File: src/rtl/systolic_pkg.sv
// Shared constants and command encoding for the systolic FIR chain.
// The chain is fixed at four PEs because that is what the pin map exposes.
package systolic_pkg;

    localparam int DATA_W = 8;
    localparam int N_PE   = 4;
    localparam int ACC_W  = 18;

    typedef enum logic [1:0] {
        CMD_HOLD   = 2'b00,
        CMD_LOAD   = 2'b01,
        CMD_STREAM = 2'b10,
        CMD_CLEAR  = 2'b11
    } cmd_e;

    localparam logic [1:0] SEL_Y_LO   = 2'b00;
    localparam logic [1:0] SEL_Y_MID  = 2'b01;
    localparam logic [1:0] SEL_Y_HI   = 2'b10;
    localparam logic [1:0] SEL_STATUS = 2'b11;

endpackage

File: src/rtl/systolic_pe.sv
// One weight-stationary PE: shift-loaded weight, two-deep activation delay, MAC psum.
// Activations advance two regs per PE so that the psum wave lines up with the data.
module systolic_pe
    import systolic_pkg::*;
(
    input  logic                     clk,
    input  logic                     rst,
    input  logic                     load,
    input  logic                     stream,
    input  logic                     clear,
    input  logic signed [DATA_W-1:0] w_in,
    output logic signed [DATA_W-1:0] w_out,
    input  logic signed [DATA_W-1:0] act_in,
    output logic signed [DATA_W-1:0] act_out,
    input  logic signed [ACC_W-1:0]  psum_in,
    output logic signed [ACC_W-1:0]  psum_out
);

    logic signed [DATA_W-1:0]   a1;
    logic signed [DATA_W-1:0]   a2;
    logic signed [2*DATA_W-1:0] prod;
    logic signed [ACC_W-1:0]    prod_ext;

    assign prod     = w_out * act_in;
    assign prod_ext = {{(ACC_W-2*DATA_W){prod[2*DATA_W-1]}}, prod};
    assign act_out  = a2;

    always_ff @(posedge clk) begin
        if (rst) begin
            w_out    <= '0;
            a1       <= '0;
            a2       <= '0;
            psum_out <= '0;
        end else begin
            if (load)
                w_out <= w_in;
            // Clear keeps the weight so the same filter can be rerun.
            if (clear) begin
                a1       <= '0;
                a2       <= '0;
                psum_out <= '0;
            end else if (stream) begin
                a1       <= act_in;
                a2       <= a1;
                psum_out <= psum_in + prod_ext;
            end
        end
    end

endmodule

File: src/rtl/systolic_fir_chain.sv
// Tiny Tapeout wrapper: 4-tap FIR built from a chain of systolic MAC PEs,
// with the 18-bit result and a valid flag read back a byte at a time.
module systolic_fir_chain
    import systolic_pkg::*;
(
    input  logic       clk,
    input  logic       rst_n,
    input  logic       ena,
    input  logic [7:0] ui_in,
    input  logic [7:0] uio_in,
    output logic [7:0] uo_out,
    output logic [7:0] uio_out,
    output logic [7:0] uio_oe
);

    cmd_e       cmd;
    logic [1:0] sel;
    logic       load;
    logic       stream;
    logic       clear;

    assign cmd    = cmd_e'(uio_in[1:0]);
    assign sel    = uio_in[3:2];
    assign load   = (cmd == CMD_LOAD);
    assign stream = (cmd == CMD_STREAM);
    assign clear  = (cmd == CMD_CLEAR);

    logic [N_PE:0][DATA_W-1:0] wgt;
    logic [N_PE:0][DATA_W-1:0] act;
    logic [N_PE:0][ACC_W-1:0]  psum;

    assign wgt[0]  = ui_in;
    assign act[0]  = ui_in;
    assign psum[0] = '0;

    for (genvar k = 0; k < N_PE; k++) begin : g_pe
        systolic_pe u_pe (
            .clk      (clk),
            .rst      (rst_n),
            .load     (load),
            .stream   (stream),
            .clear    (clear),
            .w_in     (wgt[k]),
            .w_out    (wgt[k+1]),
            .act_in   (act[k]),
            .act_out  (act[k+1]),
            .psum_in  (psum[k]),
            .psum_out (psum[k+1])
        );
    end

    logic [2:0]       beat_cnt;
    logic             valid;
    logic [ACC_W-1:0] y;

    assign y     = psum[N_PE];
    assign valid = (beat_cnt == 3'd7);

    always_ff @(posedge clk) begin
        if (rst_n)
            beat_cnt <= '0;
        else if (clear)
            beat_cnt <= '0;
        else if (stream && !valid)
            beat_cnt <= beat_cnt + 3'd1;
    end

    always_comb begin
        uo_out = '0;
        case (sel)
            SEL_Y_LO:   uo_out = y[7:0];
            SEL_Y_MID:  uo_out = y[15:8];
            SEL_Y_HI:   uo_out = {{6{y[ACC_W-1]}}, y[ACC_W-1:16]};
            SEL_STATUS: uo_out = {7'b0, valid};
            default:    uo_out = '0;
        endcase
    end

    assign uio_out = 8'h00;
    assign uio_oe  = 8'h00;

    // Last PE's forwarded weight/activation have no consumer.
    logic unused_bits;
    assign unused_bits = &{1'b0, ena, uio_in[7:4], wgt[N_PE], act[N_PE]};

endmodule

File: config.mk
export PLATFORM = sky130hd
export DESIGN_NAME = systolic_fir_chain
export DESIGN_NICKNAME = d
export VERILOG_FILES = /design/src/rtl/systolic_pkg.sv /design/src/rtl/systolic_pe.sv /design/src/rtl/systolic_fir_chain.sv
export SDC_FILE = /design/constraint.sdc
export NUM_CORES = 1
export LEC_CHECK = 0
export BUFFER_PORTS_ARGS = -buffer_cell sky130_fd_sc_hd__clkbuf_2
export CAP_MARGIN = 10
export CORE_MARGIN = 3
export CORE_UTILIZATION = 60
export DETAILED_ROUTE_END_ITERATION = 12
export GPL_ROUTABILITY_DRIVEN = 0
export PLACE_DENSITY = 0.83
export SYNTH_ARGS = -nofsm -noshare
export SYNTH_HDL_FRONTEND = slang
export SYNTH_SLANG_ARGS = --single-unit
File: constraint.sdc
create_clock -name clk -period 6.7 [get_ports clk]
set_input_delay 0.335 -clock clk [delete_from_list [all_inputs] [get_ports clk]]
set_output_delay 0.335 -clock clk [all_outputs]
set_load 0.01 [all_outputs]
==> reports/qor.yml, run 1 <==
status:
  status: "completed"
yosys:
  synth_top_flop_cell: "dfxtp_1"
  syn_inst: 1980
  yosys_warnings: 0
  ys_ff_latch: 152
  ys_seq_area_share_pct: 17.24
  synth_area_mm2: 0.01765
  syn_avg_cell_area_um2: 8.916
  ys_types: 61
  async_flop_share_pct: 0
  synth_edf_count: 0
clock_tree:
  clk_pin_slew_worst_paths_ps: 60
  clock-sinks: 152
  cts_resized: 0
  worstSkewPairLatency_ps: 430
  cts_buffers: 17
  ctsHoldBuffers: 0
  cts_tree: "built"
  postCtsSetupRepairBufs: 0
  cts-root-buf: "clkbuf_16"
  ctsHtreeMaxLevel: 4
  clock_tree.buffer_depth: 2
sta:
  setup_tns_ps: 0
  finalHoldViolCount: 0
  clock.fmax_mhz: 182.2
  min_period_over_period_pct: 81.90
  worstMarginPinSlew_ps: 855.0
  finClkSkew_ps: 15.34
  max-slew-margin-rel_pct: 43.00
  slew_violations: 0
  rsz0062_at_grt: "no"
  fin_crit_ps: 5487
  final-setup-viol-count: 0
detailed_routing:
  drt-pass1-iter-count: 5
  drt-total-wl_mm: 38.56
  drt_iter0_markers: 811
  vias: 13123
  ant_nets: 0
  drt-vias-per-instance: 5.659
  post_drt_wl_per_cell_um: 16.63
  drc: 0
floorplan:
  io_pins: 43
  rows: 62
  core-area_mm2: 0.02886
  die_x_um: 177.5
  dieArea_mm2: 0.03152
  die_h_um: 177.5
  start_util_pct: 61.17
placement:
  dpl_cell_area_mm2: 0.01786
  hpwl_mm: 29.30
  io_buffers: 21
cells_and_area:
  antennaDiodeCount: 0
  synthToLayoutAreaGrowth_pct: 4.926
  regArea_mm2: 0.003043
  fin_nets: 2387
  layout-drive-gt1-share_pct: 4.134
  multi_input_area_mm2: 0.01287
  fill_cells: 2196
  design_area_mm2: 0.01852
grt:
  grt_max_degree: 77
  antenna_found_initial: 0
  grt_pass1_wl_mm: 65.76
  overflow: 0
  grt_usage_pct: 25.78
  grt_pass1_vias: 13909
worst_setup_path:
  worstSetupEndpointType: "flip-flop"
  rrSetupSlack_ps: 1210
  required_ps: 7020
  startpoint_type: "flip-flop"
  worstPathMaxFanout: 10
  arrival_ps: 5800
  critPathKind: "reg -> reg"
pwr:
  leakage_uw: 0.009396
  powerDensity_mw_per_mm2: 133.1
  ir_drop_v: 0.0002012
hold_path:
  min_path_type: "in -> reg"
job:
  cap_violations: 0
## routing by layer
metal / part of all wire (%) / wire [um] / up-vias / global-route usage [%]
met5: 0 / 0 / - / 0
li1: - / - / 6038 / -
met3: 5.5 / 2129 / 97 / 3.359
met4: 3.1 / 1211 / 0 / 10.01
met2: 52 / 20170 / 438 / 47.02
met1: 39 / 15050 / 6550 / 30.84
## cell usage after synthesis (13+ instances only)
| library cell | instances | area share, % |
|---|---|---|
| nand2_1 | 255 | 5.4 |
| inv_1 | 339 | 7.2 |
| o21ai_0 | 30 | 0.85 |
| a21oi_1 | 150 | 4.3 |
| dfxtp_1 | 152 | 17 |
| nor2b_1 | 24 | 0.85 |
| nor2_1 | 49 | 1.0 |
| xnor2_1 | 45 | 2.2 |
| buf_4 | 16 | 0.68 |
| a22o_1 | 13 | 0.64 |
| ha_1 | 154 | 11 |
| and2_1 | 133 | 4.7 |
| nand3_1 | 80 | 2.3 |
| fa_1 | 291 | 33 |
| a21o_1 | 16 | 0.68 |
| clkbuf_1 | 90 | 1.9 |
## state kept, by name (all words and copies together) (netlist names)
name / flops
beat_cnt: 3
g_pe.u_pe.a1: 24
g_pe.u_pe.act_out: 24
g_pe.u_pe.psum_out: 69
g_pe.u_pe.w_out: 32
## final cells by class
class,count,share of cell area [%]
clock buffer,19,2.445
multi-input combinational,1381,69.49
timing repair buffer,32,1.027
sequential,152,16.43
clock inverter,12,1.142
inverter,339,6.870
tap,384,2.594
## kinds of logic after synthesis
| kind of cell | synth area share, % |
|---|---|
| XOR/XNOR | 2.828 |
| AND/OR/NAND/NOR | 15.58 |
| adder cells (fa/ha/maj) | 43.92 |
| buffers and inverters | 10.21 |
| AO/OA/AOI/OAI | 9.774 |
| other | 0.02124 |
| multiplexers | 0.4394 |
| flip-flops | 17.24 |
## metrics by stage
stage / instances / setup slack (ps) / power [uW] / hold slack (ps) / util, %
floorplan: 1995 / 1563 / 1297 / 429.0 / -
global placement: 2288 / 1364 / 1372 / 437.8 / 61.88
detailed placement: 2288 / 1262 / 1392 / 445.7 / 61.88
CTS: 2319 / 1228 / 2469 / 244.1 / 64.19
global route: 2319 / 909.6 / 2571 / 263.8 / 64.19
finish: 2319 / 1213 / 2465 / 261.6 / 64.19
## layout by cell type (no fill, tap or decap), types with 4 or more instances in the layout
cell,instances
inv_1,337
fa_1,291
nand2_1,255
ha_1,154
dfxtp_1,152
a21oi_1,150
and2_1,133
nand3_1,80
nor2_1,46
xnor2_1,45
o21ai_0,30
nor2b_1,24
clkbuf_2,20
clkbuf_16,17
a21o_1,16
conb_1,16
a22o_1,13
xor2_1,12
a22oi_1,12
buf_4,12
nand2b_1,11
o21a_1,8
nor3_1,7
o21bai_1,6
a211oi_1,5
bufinv_16,5
mux2_2,4
o31ai_1,4
a211o_1,4
or3_1,4
a32o_1,4
## power breakdown
part / leakage, uW / internal, uW / switching (uW)
logic: 0.00785 / 168 / 263
registers: 0.00123 / 921 / 23.2
clock network: 0.000319 / 686 / 405
## worst paths after layout
path                                 start                        end  cells after the start
setup reg to reg   g_pe[1].u_pe.act_out[0]  g_pe[2].u_pe.psum_out[15]                     15
hold / removal                    ui_in[7]      g_pe[0].u_pe.w_out[7]                      3
setup / recovery   g_pe[1].u_pe.act_out[0]  g_pe[2].u_pe.psum_out[15]                     15
hold reg to reg   g_pe[1].u_pe.psum_out[2]   g_pe[1].u_pe.psum_out[2]                      2
## critical path, stage by stage, from the launching register on
cell and delay (ps):
dfxtp_1 550, and2_1 600, inv_1 130, fa_1 500, inv_1 50, fa_1 490
fa_1 580, fa_1 440, fa_1 440, ha_1 320, o21ai_0 160, o211ai_1 180
and2_4 220, a21o_1 190, a211o_1 290, a32o_1 240
(Power assumes the default switching activity.)
==> run 2: changes to the inputs <==
Settings changed: CORE_UTILIZATION 60 to 59, PLACE_DENSITY 0.83 to 0.85.
Clock period 6.7 ns to 5 ns, I/O delays scaled along.
==> run 2 against run 1 <==
Sequential cell count unchanged. Routed wire length increased by 4.3%. Worst setup slack got worse by 1000 ps. Core utilization increased by 0.73 points. Critical endpoint unchanged.
==> reports/qor.yml, run 2 (synthesis gave the netlist of run 1 again) <==
cells_and_area:
  final_cells: 2368
  fill_cells: 2162
  final_common_cell: "inv_1"
  regArea_mm2: 0.003072
  fin_nets: 2435
  mostFrequentLayoutCells: "inv_1 (336), fa_1 (291), nand2_1 (254), ha_1 (154), a21oi_1 (149)"
  utilization_pct: 64.92
  synthToLayoutAreaGrowth_pct: 6.974
  reg_top3: "g_pe.u_pe.psum_out x69, g_pe.u_pe.w_out x32"
  design_area_mm2: 0.01888
  largest_reg_flops: 69
  top_register: "g_pe.u_pe.psum_out"
  multi_input_area_mm2: 0.01294
  layout-drive-gt1-share_pct: 8.317
  antennaDiodeCount: 0
detailed_routing:
  vias: 13434
  wl_met1_mm: 15.15
  top_layer: "met4"
  drt_iter0_markers: 797
  met3_length_mm: 1.951
  drt-vias-per-instance: 5.673
  drc: 0
  drt-pass1-iter-count: 5
  drt-total-wl_mm: 40.23
  wl_met2_mm: 21.34
  ant_nets: 0
  post_drt_wl_per_cell_um: 16.99
sta:
  worstMarginPinSlew_ps: 1198
  setup_slack_ps: 167.2
  finalHoldViolCount: 0
  slew_violations: 0
  fin_crit_ps: 4833
  max-slew-margin-rel_pct: 19.87
  rsz0062_at_grt: "yes"
  clock.fmax_mhz: 206.9
  min_period_over_period_pct: 96.66
  final-setup-viol-count: 0
  finClkSkew_ps: 16.30
pwr:
  leakage_uw: 0.009656
  powerDensity_mw_per_mm2: 165.4
  ir_drop_v: 0.0002425
floorplan:
  die_x_um: 179.0
  dieArea_mm2: 0.03203
  rows: 62
  io_pins: 43
  die_h_um: 179.0
  core-area_mm2: 0.02909
  start_util_pct: 60.68
hold_path:
  holdPathStages: 3
  hp-start: "ui_in[0]"
  min_path_type: "in -> reg"
clock_tree:
  ctsHtreeMaxLevel: 4
  clock-sinks: 152
  cts_buffers: 17
  cts-root-buf: "clkbuf_16"
  ctsHoldBuffers: 0
  clock_tree.buffer_depth: 2
  clk_pin_slew_worst_paths_ps: 70
  worstSkewPairLatency_ps: 450
  cts_tree: "built"
status:
  status: "completed"
grt:
  grt_pass1_vias: 14487
  grt_max_degree: 77
  antenna_found_initial: 0
  grt_usage_pct: 26.19
  grt_pass1_wl_mm: 67.28
  overflow: 0
worst_setup_path:
  critPathKind: "reg -> reg"
  worstSetupEndpointType: "flip-flop"
  required_ps: 5330
  startpoint_type: "flip-flop"
  startpoint: "g_pe[2].u_pe.w_out[3]"
  r2r_cells: 14
  arrival_ps: 5170
  r2r-start: "g_pe[2].u_pe.w_out[3]"
  worstPathMaxFanout: 10
placement:
  placed_cells: 2331
  pre_cts_ws_ps: -4.811
  dpl_cell_area_mm2: 0.01819
  io_buffers: 21
  hpwl_mm: 30.40
job:
  cap_violations: 0
==> run 2: changes by cell type in the layout (fill, tap and decap cells not counted), sizes merged <==
cell / before / now
clkinv: 1 / 5
inv: 343 / 348
clkbuf: 39 / 38
clkinvlp: 2 / 0
bufinv: 5 / 0
buf: 12 / 60
==> run 2: path summary, 6_finish.rpt <==
kind	end	slack, ps
setup reg to reg	g_pe[2].u_pe.psum_out[15]	170
hold reg to reg	g_pe[0].u_pe.a1[7]	450
setup / recovery	g_pe[2].u_pe.psum_out[15]	170
hold / removal	g_pe[0].u_pe.w_out[0]	170
==> run 2: where the power goes <==
| part | switching, uW | internal, uW | leakage (uW) |
|---|---|---|---|
| clock | 600 | 671 | 0.000285 |
| combinational | 362 | 230 | 0.00813 |
| sequential | 27.2 | 1230 | 0.00124 |
| total | 989 | 2130 | 0.00966 |
==> run 2: critical path, cell delays in order, from the launching register on <==
cell      delay (ps)
dfxtp_1          550
nand2_1          140
fa_1             480
fa_1             550
inv_1             50
fa_1             450
fa_1             510
fa_1             410
ha_1             330
o21ai_1          150
o211ai_1         190
and2_4           220
a21o_1           170
a211o_1          290
a32o_1           240
==> run 2: through the flow <==
stage | setup TNS, ps | total power (uW) | hold slack [ps]
global placement | 0 | 1841 | 438.5
CTS | 0 | 3120 | 152.8
finish | 0 | 3124 | 167.3
global route | -17.00 | 3265 | 167.4
floorplan | 0 | 1738 | 386.0
detailed placement | -4.811 | 1869 | 444.8
==> run 2: repair_timing <==
| action | 4_1_cts | 5_1_grt |
|---|---|---|
| gates cloned | 0 | 0 |
| resized for setup | 3 | 36 |
| setup endpoints to repair | 2 | 18 |
| pin swaps | 0 | 3 |
| setup buffers | 0 | 5 |
==> run 2: layer usage <==
| metal | GRT usage [%] | vias up |
|---|---|---|
| met5 | 0 | - |
| met4 | 13.31 | 0 |
| met3 | 3.960 | 131 |
| met2 | 47.83 | 447 |
| met1 | 29.57 | 6732 |
| li1 | - | 6124 |
==> run 2: final cells by class <==
class                      instances  area share [%]
multi-input combinational       1381           68.52
sequential                       152           16.27
inverter                         339           6.738
timing repair buffer              80           2.915
tap                              384           2.544
clock buffer                      18           2.326
clock inverter                    14          0.6891
